<file path="config.mk">
export PLATFORM = sky130hd
export DESIGN_NAME = sparam_iq_accum
export DESIGN_NICKNAME = d
export VERILOG_FILES = /design/src/rtl/sparam_pkg.sv /design/src/rtl/sparam_nco_lut.sv /design/src/rtl/sparam_iq_accum.sv
export SDC_FILE = /design/constraint.sdc
export NUM_CORES = 2
export LEC_CHECK = 0
export CORE_MARGIN = 3
export CORE_UTILIZATION = 30
export DETAILED_ROUTE_END_ITERATION = 12
export DONT_BUFFER_PORTS = 1
export GPL_TIMING_DRIVEN = 0
export PLACE_DENSITY_LB_ADDON = 0.25
export SYNTH_ARGS = -nofsm -noshare
export SYNTH_HDL_FRONTEND = slang
export SYNTH_HIERARCHICAL = 1
export SYNTH_SLANG_ARGS = --single-unit
export TNS_END_PERCENT = 5
</file>
<file path="constraint.sdc">
create_clock -name clk -period 7.2 [get_ports clk]
set_input_delay 0.72 -clock clk [delete_from_list [all_inputs] [get_ports clk]]
set_output_delay 0.72 -clock clk [all_outputs]
set_load 0.01 [all_outputs]
</file>
<file path="src/rtl/sparam_pkg.sv">
// Shared types, default sizes and the accumulator add for the S-parameter I/Q correlator.
// Define SPARAM_ACC_SAT_EN to make accumulator sums clamp instead of wrapping.
package sparam_pkg;

   localparam int DW_DEF = 12;
   localparam int CW_DEF = 12;
   localparam int LW_DEF = 8;
   localparam int PW_DEF = 24;
   localparam int AW_DEF = 40;
   localparam int NW_DEF = 16;

   // Additions are evaluated at this width, so accumulator widths up to ADD_W-2 are exact.
   localparam int ADD_W = 64;

   typedef enum logic [1:0] {
      ST_IDLE  = 2'd0,
      ST_ACCUM = 2'd1,
      ST_DRAIN = 2'd2,
      ST_DONE  = 2'd3
   } state_t;

   typedef struct packed {
      logic                    ovf;
      logic signed [ADD_W-1:0] sum;
   } add_res_t;

   // a and b are w-bit signed values sign-extended to ADD_W; the sum is returned the same way.
   function automatic add_res_t acc_add(input logic signed [ADD_W-1:0] a,
                                        input logic signed [ADD_W-1:0] b,
                                        input int                      w);
      add_res_t                r;
      logic signed [ADD_W-1:0] s;
      logic signed [ADD_W-1:0] hi;
      logic signed [ADD_W-1:0] lo;
      s     = a + b;
      hi    = (64'sd1 <<< (w - 1)) - 64'sd1;
      lo    = -hi - 64'sd1;
      r.ovf = (s > hi) || (s < lo);
`ifdef SPARAM_ACC_SAT_EN
      if (s > hi)
         r.sum = hi;
      else if (s < lo)
         r.sum = lo;
      else
         r.sum = s;
`else
      r.sum = (s <<< (ADD_W - w)) >>> (ADD_W - w);
`endif
      return r;
   endfunction

endpackage

</file>
<file path="src/rtl/sparam_nco_lut.sv">
// Sine/cosine reference table indexed by the top LW phase bits, one registered cycle of latency.
// Table contents are elaborated from round((2^(CW-1)-1) * sin(2*pi*i/2^LW)).
module sparam_nco_lut
   import sparam_pkg::*;
#(
   parameter int CW = CW_DEF,
   parameter int LW = LW_DEF,
   parameter int PW = PW_DEF
) (
   input  logic          clk,
   input  logic          en,
   input  logic [PW-1:0] phase,
   output logic [CW-1:0] sin_p0,
   output logic [CW-1:0] cos_p0
);

   localparam int DEPTH = 1 << LW;
   localparam int QTR   = 1 << (LW - 2);

   // Taylor series on an angle folded into [-pi, pi]; error is far below the rounding step.
   function automatic int sin_entry(input int idx, input int lw, input int cw);
      real pi;
      real x;
      real term;
      real sum;
      real amp;
      pi   = 3.14159265358979323846;
      x    = 2.0 * pi * $itor(idx) / $itor(1 << lw);
      if (x > pi)
         x = x - 2.0 * pi;
      term = x;
      sum  = x;
      for (int k = 1; k <= 20; k++) begin
         term = -term * x * x / $itor((2 * k) * (2 * k + 1));
         sum  = sum + term;
      end
      amp = $itor((1 << (cw - 1)) - 1) * sum;
      if (amp >= 0.0)
         return $rtoi(amp + 0.5);
      else
         return -$rtoi(0.5 - amp);
   endfunction

   logic signed [CW-1:0] sin_tab [DEPTH];

   for (genvar g = 0; g < DEPTH; g++) begin : g_tab
      localparam int V = sin_entry(g, LW, CW);
      assign sin_tab[g] = V[CW-1:0];
   end

   logic [LW-1:0] sin_idx;
   logic [LW-1:0] cos_idx;
   logic          unused_phase_lsb;

   assign sin_idx          = phase[PW-1 -: LW];
   assign cos_idx          = sin_idx + LW'(QTR);
   assign unused_phase_lsb = ^phase[PW-LW-1:0];

   // stage p0: reference values registered alongside the accepted sample
   always_ff @(posedge clk) begin
      if (en) begin
         sin_p0 <= sin_tab[sin_idx];
         cos_p0 <= sin_tab[cos_idx];
      end
   end

endmodule

</file>
<file path="src/rtl/sparam_iq_accum.sv">
// Correlates streamed port samples against an internal sin/cos reference and returns one I/Q pair.
// Define SPARAM_ACC_SAT_EN to saturate the accumulators; by default they wrap.
module sparam_iq_accum
   import sparam_pkg::*;
#(
   parameter int DW = DW_DEF,
   parameter int CW = CW_DEF,
   parameter int LW = LW_DEF,
   parameter int PW = PW_DEF,
   parameter int AW = AW_DEF,
   parameter int NW = NW_DEF
) (
   input  logic          clk,
   input  logic          rst_n,
   input  logic          start,
   input  logic [PW-1:0] ftw,
   input  logic [NW-1:0] n_samples,
   input  logic          s_valid,
   output logic          s_ready,
   input  logic [DW-1:0] s_data,
   output logic          m_valid,
   input  logic          m_ready,
   output logic [AW-1:0] m_i,
   output logic [AW-1:0] m_q,
   output logic          busy,
   output logic          ovf
);

   state_t state;
   state_t state_nx;

   logic [PW-1:0] ftw_r;
   logic [PW-1:0] phase;
   logic [NW-1:0] n_r;
   logic [NW-1:0] cnt;
   logic          accept;
   logic          last;
   logic          start_ok;

   logic                    vld_p0;
   logic                    vld_p1;
   logic signed [DW-1:0]    x_p0;
   logic [CW-1:0]           sin_raw_p0;
   logic [CW-1:0]           cos_raw_p0;
   logic signed [CW-1:0]    sin_p0;
   logic signed [CW-1:0]    cos_p0;
   logic signed [DW+CW-1:0] prod_i_p1;
   logic signed [DW+CW-1:0] prod_q_p1;
   logic signed [AW-1:0]    acc_i;
   logic signed [AW-1:0]    acc_q;
   logic                    ovf_r;
   add_res_t                res_i;
   add_res_t                res_q;
   logic                    unused_sum_hi;

   assign start_ok = (state == ST_IDLE) && start;
   assign s_ready  = (state == ST_ACCUM) && (cnt < n_r);
   assign accept   = s_valid && s_ready;
   assign last     = accept && (cnt == n_r - NW'(1));

   assign busy    = (state != ST_IDLE);
   assign m_valid = (state == ST_DONE);
   assign m_i     = acc_i;
   assign m_q     = acc_q;
   assign ovf     = ovf_r;

   always_ff @(posedge clk) begin
      if (!rst_n)
         state <= ST_IDLE;
      else
         state <= state_nx;
   end

   // DRAIN ends once stage p0 is empty: the last product is absorbed on that same edge.
   always_comb begin
      state_nx = state;
      case (state)
         ST_IDLE:  if (start) state_nx = (n_samples == '0) ? ST_DONE : ST_ACCUM;
         ST_ACCUM: if (last) state_nx = ST_DRAIN;
         ST_DRAIN: if (!vld_p0) state_nx = ST_DONE;
         ST_DONE:  if (m_ready) state_nx = ST_IDLE;
         default:  state_nx = ST_IDLE;
      endcase
   end

   sparam_nco_lut #(
      .CW (CW),
      .LW (LW),
      .PW (PW)
   ) u_lut (
      .clk    (clk),
      .en     (accept),
      .phase  (phase),
      .sin_p0 (sin_raw_p0),
      .cos_p0 (cos_raw_p0)
   );

   assign sin_p0 = sin_raw_p0;
   assign cos_p0 = cos_raw_p0;

   // stage p0: accepted sample captured in step with the table output
   always_ff @(posedge clk) begin
      if (accept)
         x_p0 <= s_data;
   end

   // stage p1: full-precision products
   always_ff @(posedge clk) begin
      prod_i_p1 <= x_p0 * cos_p0;
      prod_q_p1 <= x_p0 * sin_p0;
   end

   always_comb begin
      res_i = acc_add(ADD_W'(acc_i), ADD_W'(prod_i_p1), AW);
      res_q = acc_add(ADD_W'(acc_q), ADD_W'(prod_q_p1), AW);
   end

   assign unused_sum_hi = ^{res_i.sum[ADD_W-1:AW], res_q.sum[ADD_W-1:AW]};

   // accumulate stage: control, phase/count and sums
   always_ff @(posedge clk) begin
      if (!rst_n) begin
         ftw_r  <= '0;
         n_r    <= '0;
         phase  <= '0;
         cnt    <= '0;
         vld_p0 <= 1'b0;
         vld_p1 <= 1'b0;
         acc_i  <= '0;
         acc_q  <= '0;
         ovf_r  <= 1'b0;
      end else begin
         vld_p0 <= accept;
         vld_p1 <= vld_p0;
         if (start_ok) begin
            ftw_r <= ftw;
            n_r   <= n_samples;
            phase <= '0;
            cnt   <= '0;
            acc_i <= '0;
            acc_q <= '0;
            ovf_r <= 1'b0;
         end else begin
            if (accept) begin
               phase <= phase + ftw_r;
               cnt   <= cnt + NW'(1);
            end
            if (vld_p1) begin
               acc_i <= res_i.sum[AW-1:0];
               acc_q <= res_q.sum[AW-1:0];
               if (res_i.ovf || res_q.ovf)
                  ovf_r <= 1'b1;
            end
         end
      end
   end

endmodule

</file>
==> impl_metrics.yaml <==
critical_path:
  cp-startpoint: "x_p0[4]"
  r2r_slack_ns: 0.75
  arrival_ns: 6.91
  worstPathRequired_ns: 7.67
  cp_max_fo: 10
  r2r-start: "x_p0[4]"
  critPathLaunchType: "flop"
  path_class: "flop to flop"
  ff2ff_path_depth: 24
  r2r_end: "prod_q_p1[22]"
  cp-end-kind: "flop"
synth:
  syn_area_sq_mm: 0.0285
  synthArstFlopShare: 0
  avgSynthCellArea_sq_um: 8.28
  yosys.area.top_type: "fa_1"
  netlist_instances: 3442
  synth_top_area_frac: 0.196
  synth_edf_count: 36
  synth.distinct_cells: 98
  synth_warnings: 6
  syn_nets: 4019
  synth_ff_type: "dfxtp_1"
  synth_seq_area_share: 0.188
  ys_seq_elements: 249
  synthTopCellsByArea: "fa_1 20%, dfxtp_1 15%, ha_1 11%, inv_1 5.8%, nand2_1 5.7%"
global_routing:
  grt_use_total: 0.199
  globalRouteOverflowTotal: 0
  grt_pass1_vias: 24300
  grt_max_degree: 46
  antenna_found_initial: 1
  grt_first_pass_wirelength_microns: 152000
sta:
  finalSetupTns_ns: 0
  slew_headroom: 0.149
  setup-violations-final: 0
  fin_skew_ns: 0.0214
  min_period_over_period: 0.895
  hold_violations: 0
  fmax_ghz: 0.155
  rsz0062_at_grt: "no"
  drv_slew: 0
  layout_min_cycle_time_ns: 6.45
  worst_pin_slew_ns: 1.27
route:
  routedWlPerCell_microns: 20.8
  drc: 0
  drtAntennaViolNets: 0
  drt_iter0_drc: 1986
  vias: 24500
  finalWirelength_microns: 98900
  first_pass_iters: 6
  via_per_inst: 5.15
floorplanning:
  die_x_microns: 314
  dieArea_sq_mm: 0.0987
  core_area_sq_mm: 0.0937
  start_util: 0.304
  ioPinCount: 141
  num_rows: 112
  die_h_microns: 314
cts:
  cts_resized: 0
  clock_path_buffers: 3
  numCtsBuffers: 35
  clkTransAtPathRegs_ns: 0.06
  cts-hold-fix-buffers: 0
  cts_max_level: 2
  cts_tree: "yes"
  cts_post_setup_buffers_inserted: 0
  root_buffer: "clkbuf_16"
  cts.sinks: 249
  worstSkewPairLatency_ns: 0.56
cells_and_area:
  area_growth_pct: 9.66
  fillers: 9915
  layout-drive-gt1-share: 0.0496
  final_nets: 4056
placement:
  port-buffer-count: 0
  routabilityCongestion: 0.984
  dp_hpwl_microns: 79000
hold_path:
  holdPathStages: 0
  hold_start: "s_data[10]"
  holdPathEnd: "x_p0[10]"
  hold_class: "input port to flop"
run:
  cap_violations: 0
status:
  outcome: "finished clean"
sequential cells by signal (all words and copies together) (netlist names), 2 cells and up:
| signal | count |
|---|---|
| n_r | 16 |
| state | 2 |
| phase | 24 |
| prod_q_p1 | 24 |
| m_i | 40 |
| m_q | 40 |
| u_lut/sin_p0 | 12 |
| u_lut/cos_p0 | 12 |
| x_p0 | 12 |
| prod_i_p1 | 24 |
| ftw_r | 24 |
| cnt | 16 |
cell usage after synthesis, types with 17 or more instances:
master	number
mux2i_1	67
o211ai_1	27
clkbuf_1	102
a31oi_1	18
or3_1	25
dfxtp_1	213
a311oi_1	17
nor2b_1	37
nand2b_1	59
edfxtp_1	36
o21a_1	28
a211oi_1	31
and3_1	18
xnor2_1	108
o22ai_1	17
nand2_1	430
xor2_1	52
nor2_1	247
inv_1	437
nor3_1	45
and2_1	99
a21oi_1	247
buf_2	37
o21ai_1	49
a21o_1	55
o21ai_0	87
nand3_1	64
ha_1	241
fa_1	279
kinds of logic (layout without fill, tap and decap cells):
| logic type | count (synthesis) | after routing | share of synthesized area |
|---|---|---|---|
| compound gates | 730 | 730 | 0.166 |
| xor+xnor | 160 | 160 | 0.0492 |
| fa+ha+maj | 520 | 520 | 0.302 |
| buf+inv | 612 | 676 | 0.0880 |
| flops | 249 | 249 | 0.188 |
| mux | 77 | 77 | 0.0284 |
| other cells | 0 | 1 | 0 |
| simple gates | 1094 | 1094 | 0.179 |
cell type report:
class	count	area, sq um	area share
plain buffers	171	853	0.0273
well taps	1254	1570	0.0502
diodes	1	2.50	0.0000801
inverters	441	1660	0.0530
flip-flops and latches	249	5350	0.171
multi-input cells	2581	20700	0.661
clock buffers	48	1000	0.0321
clock inverters	16	176	0.00564
worst max-delay path, cell delays in order, from the launching register on:
cell       delay (ns)
edfxtp_1         0.49
clkbuf_1         0.48
nand2_1          0.16
fa_1             0.56
inv_1            0.04
ha_1             0.27
inv_1            0.05
fa_1             0.50
inv_1            0.04
ha_1             0.26
inv_1            0.05
fa_1             0.59
inv_1            0.06
ha_1             0.28
a21o_1           0.18
a21oi_1          0.22
o21ai_1          0.12
a2111oi_1        0.60
o31ai_1          0.25
o41a_1           0.39
a41o_1           0.27
o21ai_1          0.13
nand2b_1         0.07
a21oi_1          0.16
xnor2_1          0.15
metrics by stage:
| stage | hold WS [ns] | instances | utilization | setup WS (ns) | area (sq um) |
|---|---|---|---|---|---|
| detailed placement | 0.455 | 4696 | 0.321 | 0.649 | 30100 |
| global route | 0.221 | 4760 | 0.333 | 0.318 | 31300 |
| CTS | 0.205 | 4760 | 0.333 | 0.623 | 31300 |
| finish | 0.248 | 4761 | 0.333 | 0.755 | 31300 |
| global placement | 0.450 | 4696 | 0.321 | 0.675 | 30100 |
| floorplan | 0.430 | 3442 | - | 1.74 | 28500 |
cell usage in the layout (no fill, tap or decap), types with 25 or more instances in the layout:
master / instances
a211oi_1: 31
a21o_1: 55
a21oi_1: 247
and2_1: 99
buf_2: 37
clkbuf_1: 107
clkbuf_16: 35
dfxtp_1: 213
edfxtp_1: 36
fa_1: 279
ha_1: 241
inv_1: 437
mux2i_1: 67
nand2_1: 430
nand2b_1: 59
nand3_1: 64
nor2_1: 247
nor2b_1: 37
nor3_1: 45
o211ai_1: 27
o21a_1: 28
o21ai_0: 87
o21ai_1: 49
or3_1: 25
xnor2_1: 108
xor2_1: 52
worst max path at each step:
stage | end | slack, ns | cells after the start
5_1_grt | prod_i_p1[23] | 0.32 | 22
3_3_place_gp | prod_i_p1[23] | 0.67 | 22
3_5_place_dp | prod_i_p1[23] | 0.65 | 22
2_1_floorplan | prod_q_p1[22] | 1.74 | 24
4_1_cts | prod_i_p1[23] | 0.62 | 22
6_report | prod_q_p1[22] | 0.75 | 24
per-layer routing:
layer	wire length (microns)	vias to the layer above	global-route usage
li1	-	11600	-
met1	43100	11900	0.266
met2	45200	783	0.324
met3	6850	207	0.0360
met4	3700	2	0.0669
met5	13	-	0
Power is left out: the tool's default activity adds up to more than one toggle a clock period on the data nets, which glitch-free logic cannot reach.
